### config.mk
export PLATFORM = sky130hd
export DESIGN_NAME = serial_adder_unit
export DESIGN_NICKNAME = d
export VERILOG_FILES = /design/src/rtl/serial_adder_unit.sv
export SDC_FILE = /design/constraint.sdc
export NUM_CORES = 1
export LEC_CHECK = 0
export BUFFER_PORTS_ARGS = -buffer_cell sky130_fd_sc_hd__buf_4
export CAP_MARGIN = 20
export CORE_MARGIN = 2
export CORE_UTILIZATION = 45
export DETAILED_ROUTE_END_ITERATION = 6
export PLACE_DENSITY = 0.72
export SLEW_MARGIN = 15
export SYNTH_ARGS = -nofsm -noshare
export SYNTH_HDL_FRONTEND = slang
export SYNTH_SLANG_ARGS = --single-unit
export TNS_END_PERCENT = 5
### constraint.sdc
create_clock -name clk -period 1.2 [get_ports clk]
set_input_delay 0.24 -clock clk [delete_from_list [all_inputs] [get_ports clk]]
set_output_delay 0.24 -clock clk [all_outputs]
set_load 0.02 [all_outputs]
### src/rtl/serial_adder_unit.sv
// Multi-cycle bit-serial adder: DIGIT bits per clock through a ripple of half-adder-pair slices.
// Optional macro SERIAL_ADD_SUB_EN adds a 'sub' input for a-b via inverted-B / forced carry-in.
module serial_adder_unit #(
   parameter int WIDTH = 4,
   parameter int DIGIT = 1
) (
   input  logic             clk,
   input  logic             rst,
   input  logic             start,
   input  logic [WIDTH-1:0] a,
   input  logic [WIDTH-1:0] b,
   input  logic             cin,
`ifdef SERIAL_ADD_SUB_EN
   input  logic             sub,
`endif
   output logic             busy,
   output logic             done,
   output logic [WIDTH-1:0] sum,
   output logic             cout,
   output logic             overflow
);

   localparam int N  = WIDTH / DIGIT;
   localparam int CW = (N > 1) ? $clog2(N) : 1;

   typedef enum logic [1:0] {S_IDLE, S_RUN, S_DONE} state_t;

   state_t           r_state;
   state_t           w_state_next;
   logic [CW-1:0]    r_cnt;
   logic [WIDTH-1:0] r_a;
   logic [WIDTH-1:0] r_b;
   logic             r_carry;
   logic [WIDTH-1:0] r_sum;
   logic             r_cout;
   logic             r_ovf;

   logic             w_sub;
   logic             w_accept;
   logic             w_last;
   logic [DIGIT:0]   w_c;
   logic [DIGIT-1:0] w_s;
   logic [DIGIT-1:0] w_h1s;
   logic [DIGIT-1:0] w_h1c;
   logic [DIGIT-1:0] w_h2c;
   logic [WIDTH-1:0] w_a_next;

`ifdef SERIAL_ADD_SUB_EN
   assign w_sub = sub;
`else
   assign w_sub = 1'b0;
`endif

   assign w_accept = start && (r_state != S_RUN);
   assign w_last   = (r_state == S_RUN) && (r_cnt == CW'(N - 1));

   // Full-adder slice per digit bit: two half adders plus an OR for the carry.
   assign w_c[0] = r_carry;
   for (genvar gi = 0; gi < DIGIT; gi++) begin : g_slice
      assign w_h1s[gi]  = r_a[gi] ^ r_b[gi];
      assign w_h1c[gi]  = r_a[gi] & r_b[gi];
      assign w_s[gi]    = w_h1s[gi] ^ w_c[gi];
      assign w_h2c[gi]  = w_h1s[gi] & w_c[gi];
      assign w_c[gi+1]  = w_h1c[gi] | w_h2c[gi];
   end

   // Result digits refill the vacated MSBs of the A register, so it ends up holding the sum.
   assign w_a_next = (r_a >> DIGIT) | (WIDTH'(w_s) << (WIDTH - DIGIT));

   always_ff @(posedge clk) begin
      if (rst) r_state <= S_IDLE;
      else     r_state <= w_state_next;
   end

   always_comb begin
      w_state_next = r_state;
      case (r_state)
         S_IDLE:  if (start) w_state_next = S_RUN;
         S_RUN:   if (w_last) w_state_next = S_DONE;
         S_DONE:  w_state_next = start ? S_RUN : S_IDLE;
         default: w_state_next = S_IDLE;
      endcase
   end

   always_ff @(posedge clk) begin
      if (rst) begin
         r_cnt   <= '0;
         r_a     <= '0;
         r_b     <= '0;
         r_carry <= 1'b0;
         r_sum   <= '0;
         r_cout  <= 1'b0;
         r_ovf   <= 1'b0;
      end else if (w_accept) begin
         r_cnt   <= '0;
         r_a     <= a;
         r_b     <= w_sub ? ~b : b;
         r_carry <= w_sub ? 1'b1 : cin;
      end else if (r_state == S_RUN) begin
         r_cnt   <= r_cnt + CW'(1);
         r_a     <= w_a_next;
         r_b     <= r_b >> DIGIT;
         r_carry <= w_c[DIGIT];
         if (w_last) begin
            r_sum  <= w_a_next;
            r_cout <= w_c[DIGIT];
            r_ovf  <= w_c[DIGIT-1] ^ w_c[DIGIT];
         end
      end
   end

   assign busy     = (r_state == S_RUN);
   assign done     = (r_state == S_DONE);
   assign sum      = r_sum;
   assign cout     = r_cout;
   assign overflow = r_ovf;

endmodule
==> results.cfg <==
[timing]
maxSlewViolCount = 0
setup_ws_ps = 15.1
period_share_pct = 98.7
max_slew_margin_pct = 84.5
tightest_slew_ps = 232
fmax_ghz = 0.844
min_period_ps = 1180
rsz0062_at_grt = yes
hold_viol = 0
setup_viol = 0
clock-skew-final_ps = 3.16

[pwr]
power.total_mw = 1.21
peakVddDrop_mv = 0.867
p_sw_share_pct = 24.9
p_per_area_mw_per_mm2 = 1120
pwr-share-clk_pct = 25.9
p_int_uw = 909
power.switching_uw = 301
leakage_nw = 0.465
combPwrFrac_pct = 16.5
pwr-share-seq_pct = 57.6

[layout]
drive_gt1_share_pct = 38.7
syn_to_final_growth_pct = 32.3
utilization_pct = 63.1
finalNetCount = 126
antennaDiodeCount = 0
fin_area_mm2 = 0.00108
fin_cells = 136

[critical_path]
cp.required_ps = 960
startpoint_type = flip-flop
slowest_delay_ps = 340
crit_chain = nand2b_4 -> inv_4 -> buf_6
cpMaxStageDelayCell = dfxtp_2
cp_max_fo = 4
setup.worst_path.start = r_state[1]$_SDFFE_PP0P_
critPathArrivalTime_ps = 940
path_class = flip-flop to output pin
timing.rr.start = r_a[0]$_SDFFE_PP0P_
end_kind = output pin

[global_route]
grt_use_total_pct = 15.7
grt_max_degree = 20
antenna_found_initial = 0
grt_pass1_vias = 575
grt_pass1_wl_mm = 2.48
grt_overflow = 0

[placement]
post-place-ws_ps = -65.7
io_buffers = 19
place_congestion = 0.735
dp_cells = 128
dpl.hpwl_mm = 1.06
placed_cell_area_um2 = 981

[clocking]
cts_max_level = 1
clk_latency_ps = 280
cts_tree = built
cts.path.max_buffers = 2
ctsHoldBuffers = 0
numCtsBuffers = 3
clock-sinks = 19
cts_root_buffer = clkbuf_4
cts.clk_slew.worst_paths_ps = 110

[floorplan]
start_util_pct = 47.7
dieArea_mm2 = 0.00217
ios = 20
core-area_mm2 = 0.00171
die_w_um = 46.5
rows = 15
die_y_um = 46.5

[yosys]
ys_types = 22
synth_nets = 100
yosysSeqAreaShare_pct = 46.7
synth_edf_count = 0
syn-cell-area_um2 = 815
postSynth.asyncResetShare_pct = 0
syn_area_per_cell_um2 = 9.47
synth_cells = 86
ys_seq_elements = 19
synth_ff_type = dfxtp_1
ys_warn_count = 0

[routing]
wl_per_cell_um = 10.9
route.vias.total = 665
antenna_left = 0
drt_iter0_markers = 6
drt-vias-per-instance = 4.89
drt-total-wl_mm = 1.48
drc = 0
drt-pass1-iter-count = 4

[worst_hold_path]
min_from = b[3]
hp-class = primary input to flip-flop

[status]
run_status = complete, no violations

[run]
cap_violations = 0
[sequential cells by signal, summed over array words and instances, names as in the netlist]
signal    cells
r_b           4
r_state       2
cout          1
overflow      1
sum           4
r_cnt         2
r_carry       1
r_a           4
[what timing repair did]
action                                  in CTS  in global routing
endpoints found under the setup margin       3                  9
pin swaps                                    1                  7
buffers inserted                             0                  4
endpoints found under the hold margin        0                  0
resized for setup                            9                  5
[cell families after synthesis]
| kind of cell | synth area share (%) |
|---|---|
| simple gates | 16.7 |
| flops | 46.7 |
| compound gates | 13.1 |
| mux | 12.9 |
| buf+inv | 5.53 |
| fa+ha+maj | 3.99 |
| xor+xnor | 1.08 |
[cells in the final DEF, fill, tap and decap left out, types with 2 or more instances in the layout]
cell / netlist / final
nand3b_1: 2 / 2
dfxtp_2: 0 / 5
a211oi_1: 9 / 9
a21oi_1: 6 / 5
buf_4: 1 / 26
clkbuf_4: 0 / 3
dfxtp_1: 19 / 14
mux2i_1: 9 / 9
nand2_1: 11 / 11
nor2_1: 11 / 11
[metal layers]
metal	global-route usage, %	wire (µm)
met5	0	0
met4	1.71	0
met1	22.3	739
met3	3.53	50
met2	24.7	692
[path summary, 6_finish.rpt]
check / end / slack [ps] / depth (start not counted)
max: busy / 20 / 3
min reg2reg: sum[1]$_SDFFE_PP0P_ / 470 / 2
min: r_b[3]$_SDFFE_PP0P_ / 240 / 3
max reg2reg: r_a[3]$_SDFFE_PP0P_ / 20 / 3
[stage by stage]
stage / TNS, ps / hold slack, ps
2_1_floorplan: 0 / 435
3_3_place_gp: 0 / 447
3_5_place_dp: -65.7 / 455
4_1_cts: -11.0 / 242
5_1_grt: -94.4 / 265
6_report: 0 / 238
[synth_stat cells (2+ instances only)]
| cell type | number | area [µm²] |
|---|---|---|
| inv_1 | 2 | 7.51 |
| mux2i_1 | 9 | 90.1 |
| a21oi_1 | 6 | 30.0 |
| buf_2 | 3 | 15.0 |
| nand2_1 | 11 | 41.3 |
| nand3b_1 | 2 | 15.0 |
| a211oi_1 | 9 | 67.6 |
| nor2_1 | 11 | 41.3 |
| dfxtp_1 | 19 | 380 |
| nand2b_1 | 2 | 12.5 |
[layout make-up]
type	instances	area, µm²
repair buffers	27	206
multi-input cells	59	417
flip-flops and latches	19	387
inverters	2	10.0
well taps	25	31.3
fillers	153	631
clock buffers	4	26.3
[worst max-delay path, delay by kind of cell (launching register included)]
family                 cells  cell delay, ps
DFF                        1             340
buffers and inverters      2             160
and+or+nand+nor            1             160
[power groups by stage]
stage / registers (mW) / clock network [mW] / logic (mW)
final: 0.697 / 0.313 / 0.200
after global routing: 0.702 / 0.345 / 0.225
after CTS: 0.695 / 0.319 / 0.189
after detailed placement: 0.706 / 0 / 0.180
after global placement: 0.704 / 0 / 0.176
after floorplan: 0.701 / 0 / 0.126
Note: power is estimated with default switching activity, not from simulation.
